--- src/rtl/fetch_unit.sv ---
// Instruction-fetch stage: owns the program counter, addresses the instruction ROM and
// registers the returned word into IF/ID, with stall, redirect, EBREAK halt and fault handling.
module fetch_unit #(
  parameter logic [31:0] RESET_PC = 32'h0000_0000,
  parameter int          ADDR_W   = 10
) (
  input  logic              CLK,
  input  logic              RST,
  output logic [ADDR_W-1:0] rom_address,
  input  logic [31:0]       rom_instruccion,
  input  logic              stall,
  input  logic              redirect_valid,
  input  logic [31:0]       redirect_pc,
  output logic              if_valid,
  output logic [31:0]       if_pc,
  output logic [31:0]       if_instr,
  output logic              halted,
  output logic              fault,
  output logic [31:0]       fault_pc,
  output logic [31:0]       fetch_count
);

  localparam logic [31:0] NOP    = 32'h0000_0013;
  localparam logic [31:0] EBREAK = 32'h0010_0073;

  typedef enum logic [1:0] {
    BOOT  = 2'd0,
    RUN   = 2'd1,
    HALT  = 2'd2,
    FAULT = 2'd3
  } state_t;

  state_t      state, state_nxt;
  logic [31:0] pc, pc_nxt;
  logic        if_valid_nxt;
  logic [31:0] if_pc_nxt, if_instr_nxt;
  logic        halted_nxt, fault_nxt;
  logic [31:0] fault_pc_nxt, fetch_count_nxt;

  // Any address bit above the ROM span makes the byte address unreachable (no aliasing).
  function automatic logic in_rom(input logic [31:0] addr);
    return (addr >> (ADDR_W + 2)) == 32'd0;
  endfunction

  assign rom_address = pc[ADDR_W+1:2];

  always_comb begin
    // NOTE: every signal gets its hold value first so no path through the case infers a latch.
    state_nxt       = state;
    pc_nxt          = pc;
    if_valid_nxt    = if_valid;
    if_pc_nxt       = if_pc;
    if_instr_nxt    = if_instr;
    halted_nxt      = halted;
    fault_nxt       = fault;
    fault_pc_nxt    = fault_pc;
    fetch_count_nxt = fetch_count;

    unique case (state)
      BOOT: begin
        state_nxt = RUN;
      end

      RUN: begin
        if (redirect_valid) begin
          if_valid_nxt = 1'b0;
          if (redirect_pc[1:0] != 2'b00 || !in_rom(redirect_pc)) begin
            state_nxt    = FAULT;
            fault_nxt    = 1'b1;
            fault_pc_nxt = redirect_pc;
          end else begin
            pc_nxt = redirect_pc;
          end
        end else if (!stall) begin
          if (!in_rom(pc)) begin
            state_nxt    = FAULT;
            fault_nxt    = 1'b1;
            fault_pc_nxt = pc;
            if_valid_nxt = 1'b0;
          end else begin
            if_instr_nxt    = rom_instruccion;
            if_pc_nxt       = pc;
            if_valid_nxt    = 1'b1;
            fetch_count_nxt = fetch_count + 32'd1;
            // The EBREAK itself is handed to decode; pc then stays on it.
            if (rom_instruccion == EBREAK) begin
              state_nxt  = HALT;
              halted_nxt = 1'b1;
            end else begin
              pc_nxt = pc + 32'd4;
            end
          end
        end
      end

      HALT: begin
        if (!stall) if_valid_nxt = 1'b0;
      end

      FAULT: begin
        if_valid_nxt = 1'b0;
      end

      default: begin
        state_nxt = BOOT;
      end
    endcase
  end

  always_ff @(posedge CLK) begin
    // NOTE: sequential state uses non-blocking assignments so all registers update together.
    if (RST) begin
      state       <= BOOT;
      pc          <= RESET_PC;
      if_valid    <= 1'b0;
      if_pc       <= 32'd0;
      if_instr    <= NOP;
      halted      <= 1'b0;
      fault       <= 1'b0;
      fault_pc    <= 32'd0;
      fetch_count <= 32'd0;
    end else begin
      state       <= state_nxt;
      pc          <= pc_nxt;
      if_valid    <= if_valid_nxt;
      if_pc       <= if_pc_nxt;
      if_instr    <= if_instr_nxt;
      halted      <= halted_nxt;
      fault       <= fault_nxt;
      fault_pc    <= fault_pc_nxt;
      fetch_count <= fetch_count_nxt;
    end
  end

endmodule

--- config.mk ---
export PLATFORM = sky130hd
export DESIGN_NAME = fetch_unit
export DESIGN_NICKNAME = d
export VERILOG_FILES = /design/src/rtl/fetch_unit.sv
export SDC_FILE = /design/constraint.sdc
export NUM_CORES = 1
export LEC_CHECK = 0
export BUFFER_PORTS_ARGS = -buffer_cell sky130_fd_sc_hd__buf_2
export CAP_MARGIN = 20
export CORE_UTILIZATION = 50
export DETAILED_ROUTE_END_ITERATION = 10
export GPL_ROUTABILITY_DRIVEN = 0
export HOLD_SLACK_MARGIN = 0.12
export PLACE_DENSITY = 0.78
export SKIP_CTS_REPAIR_TIMING = 1
export SKIP_LAST_GASP = 1
export SYNTH_ARGS = -nofsm -noshare
export SYNTH_HDL_FRONTEND = slang
export SYNTH_SLANG_ARGS = --single-unit
--- constraint.sdc ---
create_clock -name CLK -period 3.6 [get_ports CLK]
set_input_delay 0.18 -clock CLK [delete_from_list [all_inputs] [get_ports CLK]]
set_output_delay 0.18 -clock CLK [all_outputs]
set_load 0.03 [all_outputs]
==> results.cfg <==
[critical_path]
worstReg2RegStart = pc[29]
timing.critical_path.from_type = register
crit_path_end = fetch_count[28]
worst_case_register_to_register_setup_slack_ns = 0.70
worst-endpoint-required_ns = 3.95
r2r_cells = 5
worst_path_max_delay_cell = sky130_fd_sc_hd__or4_1
criticalPathCategory = register to register
r2r-end = fetch_count[28]
cp.arrival_ns = 3.25
worstSetupStartpoint = pc[29]
worstPathCellList = or4_4, or4_1, or4_4, or4_1, a21oi_1
slowest_delay_ns = 0.65
cp-end-kind = register
worstPathMaxFanout = 23

[flow_run]
max_cap_viol_count = 0

[global_route]
antenna_found_initial = 0
grt_start_max_net_pins = 65
grt.overflow.total = 0
grt_use_total_pct = 26.9
first_pass_grt_wire_length_um = 30900
vias_in_the_first_global_route = 6186

[route]
wire_per_inst_um = 17.3
m1WireLength_um = 9050
drcViolationCount = 0
drt_pass1_iterations = 6
wl_met3_um = 1540
avgViaCountPerCell = 5.87
top_layer_used = met4
route.vias.total = 6965
detail_route.wirelength_um = 20500
detail-route-antenna-nets = 0
met2RoutedLength_um = 9700
detailed_route_iter0_violations = 679

[finish]
stdcell_area_um2 = 8930
number_of_filler_instances_in_the_final_layout = 1126
finalNonFillerCells = 1186
nets = 1068
multiInputGateArea_um2 = 3260
drive_gt1_share_pct = 25.9
antenna-diode-count = 0
area.sequential_um2 = 3300
layout-area-overhead-vs-synth_pct = 28.4
fin_util_pct = 66.7

[synth]
ys.warnings.count = 0
postSynthRegisterBits = 165
synth_cells = 798
synth_cell_types = 48
synth_area_um2 = 6950
number_of_flops_mapped_to_enable_cells_by_yosys = 0
synth.net_count = 868
synthFlopType = sky130_fd_sc_hd__dfxtp_1
synth.yosys.seq_area_share_pct = 47.5
async_reset_ff_share_pct = 0
most_numerous_cell_types_in_the_synthesized_netlist = sky130_fd_sc_hd__dfxtp_1 (165), sky130_fd_sc_hd__a21oi_1 (103), sky130_fd_sc_hd__nand2_1 (84)
synth_top_area_cell = sky130_fd_sc_hd__dfxtp_1
post-synth-top-count-cell = sky130_fd_sc_hd__dfxtp_1
synth_top_area_share_pct = 47.5
mean_syn_cell_area_um2 = 8.71
yosys-top-cells-area = sky130_fd_sc_hd__dfxtp_1 (47%), sky130_fd_sc_hd__a21oi_1 (7.4%), sky130_fd_sc_hd__nand2_1 (4.5%)

[cts]
clkTransAtPathRegs_ns = 0.07
tritoncts.num_buffers = 17
cts_num_sinks = 165
h-tree-depth = 4
root_buffer = sky130_fd_sc_hd__clkbuf_16
cts_tree = built
cts_buffer_depth = 2
clk-insertion-delay-late_ns = 0.42

[sta]
final_critical_path_setup_slack_ns = 0.698
finalHoldViolCount = 0
worst_slew_margin_rel_pct = 40.5
timing.final.max_slew_violations = 0
finalSetupViolCount = 0
min_period_ns = 2.90
worst_margin_pin_slew_ns = 0.890
totalNegativeSetupSlack_ns = 0
finClkSkew_ns = 0.00767
fmax_mhz = 345
post-route-period-util_pct = 80.6
grt_setup_unrepaired = false

[power_and_ir_drop]
pwr_density_cell_nw_per_um2 = 465
power.share.clock_pct = 42.2
power.share.switching_pct = 26.6
static_leakage_power_nw = 3.76
comb_power_share_pct = 11.6
p_switching_w = 0.00110
ir_drop_worst_case_vdd_v = 0.000322
power_frac_seq_pct = 46.2
internal-power_w = 0.00305

[die]
start_util_pct = 51.9
rows = 42
die_w_um = 120
die_area_um2 = 14400
die_h_um = 120
core_region_area_um2 = 13400
design.portCount = 209

[placed_design]
numPlacedInstances = 1117
dp_hpwl_um = 13100
portBuffers = 208
pre_cts_ws_ns = 0.722
dpl_cell_area_um2 = 7980

[hold_path]
hold_path.class = input port to register

[outcome]
status = finished, final reports clean
## flip-flops by register name (all words and copies together) (netlist names)
signal	flops
fault	1
fault_pc	32
fetch_count	32
halted	1
if_instr	32
if_pc	32
if_valid	1
pc	32
state	2
## cell families after synthesis
family	share of synthesized area [%]
AOI/OAI and AO/OA	21.9
xor gates and xnor gates	0.882
adders and majority gates	0.360
buffers and inverters	5.78
DFF	47.5
muxes	4.08
and+or+nand+nor	19.5
## power by group through the flow
| stage | Sequential (W) | Clock (W) | Combinational, W |
|---|---|---|---|
| final | 0.00192 | 0.00175 | 0.000482 |
| after global routing | 0.00192 | 0.00185 | 0.000517 |
| after CTS | 0.00192 | 0.00177 | 0.000444 |
| after detailed placement | 0.00196 | 0 | 0.000442 |
| after global placement | 0.00195 | 0 | 0.000440 |
| after floorplan | 0.00203 | 0 | 0.000219 |
## cells in the final DEF (no fill, tap or decap), types with 3 or more instances in the layout
| cell | instances |
|---|---|
| sky130_fd_sc_hd__or2_2 | 3 |
| sky130_fd_sc_hd__o221ai_1 | 9 |
| sky130_fd_sc_hd__nand3_1 | 20 |
| sky130_fd_sc_hd__dfxtp_1 | 165 |
| sky130_fd_sc_hd__dlygate4sd3_1 | 38 |
| sky130_fd_sc_hd__a21oi_1 | 101 |
| sky130_fd_sc_hd__clkbuf_16 | 17 |
| sky130_fd_sc_hd__nor2_1 | 20 |
| sky130_fd_sc_hd__o21a_1 | 4 |
| sky130_fd_sc_hd__a211oi_1 | 23 |
| sky130_fd_sc_hd__nand4_1 | 12 |
| sky130_fd_sc_hd__nand2_1 | 84 |
| sky130_fd_sc_hd__buf_2 | 207 |
| sky130_fd_sc_hd__clkinvlp_4 | 5 |
| sky130_fd_sc_hd__buf_4 | 13 |
| sky130_fd_sc_hd__clkbuf_8 | 3 |
| sky130_fd_sc_hd__o311ai_0 | 7 |
| sky130_fd_sc_hd__or3_1 | 6 |
| sky130_fd_sc_hd__nand4b_1 | 6 |
| sky130_fd_sc_hd__nor4_1 | 15 |
| sky130_fd_sc_hd__or4_1 | 15 |
| sky130_fd_sc_hd__o211ai_1 | 5 |
| sky130_fd_sc_hd__mux2_2 | 3 |
| sky130_fd_sc_hd__nor3_1 | 5 |
| sky130_fd_sc_hd__and3_1 | 25 |
| sky130_fd_sc_hd__mux2i_1 | 25 |
| sky130_fd_sc_hd__o21ai_0 | 57 |
| sky130_fd_sc_hd__xnor2_1 | 5 |
| sky130_fd_sc_hd__nor4b_1 | 3 |
| sky130_fd_sc_hd__and2_1 | 22 |
| sky130_fd_sc_hd__o41ai_1 | 6 |
| sky130_fd_sc_hd__and4_1 | 7 |
| sky130_fd_sc_hd__inv_1 | 17 |
| sky130_fd_sc_hd__o31ai_1 | 18 |
| sky130_fd_sc_hd__a311oi_1 | 9 |
## critical path, delay by kind of cell (launching register included)
family | cells | cell delay [ns]
and+or+nand+nor | 4 | 2.35
DFF | 1 | 0.32
AOI/OAI and AO/OA | 1 | 0.15
## final cells by class
type | instances | share of cell area (%)
Inverter | 17 | 0.714
Clock buffer | 21 | 5.27
Multi-Input combinational cell | 539 | 36.5
Sequential cell | 165 | 37.0
Timing Repair Buffer | 258 | 16.9
Clock inverter | 10 | 1.11
Tap cell | 176 | 2.47
## per-layer routing
| metal | GRT usage (%) | vias to the layer above |
|---|---|---|
| met5 | 0 | - |
| met4 | 6.88 | 0 |
| met3 | 7.46 | 18 |
| met2 | 42.5 | 305 |
| met1 | 36.0 | 3320 |
| li1 | - | 3322 |
## stage by stage
stage | hold WS, ns | power, W
after floorplan | 0.304 | 0.00225
after global placement | 0.407 | 0.00239
after detailed placement | 0.414 | 0.00240
after CTS | -0.0265 | 0.00413
after global routing | 0.122 | 0.00429
final | 0.110 | 0.00415
## how the worst min path moves through the flow
stage	from	to	slack, ns	cells past startpoint
CTS	rom_instruccion[0]	if_instr[0]	-0.03	3
finish	redirect_pc[23]	fault_pc[23]	0.11	3
detailed placement	rom_instruccion[0]	if_instr[0]	0.41	3
global placement	rom_instruccion[0]	if_instr[0]	0.41	3
floorplan	rom_instruccion[0]	if_instr[0]	0.30	2
global route	redirect_pc[16]	fault_pc[16]	0.12	3
No activity file was read; power rests on OpenSTA's default activity.
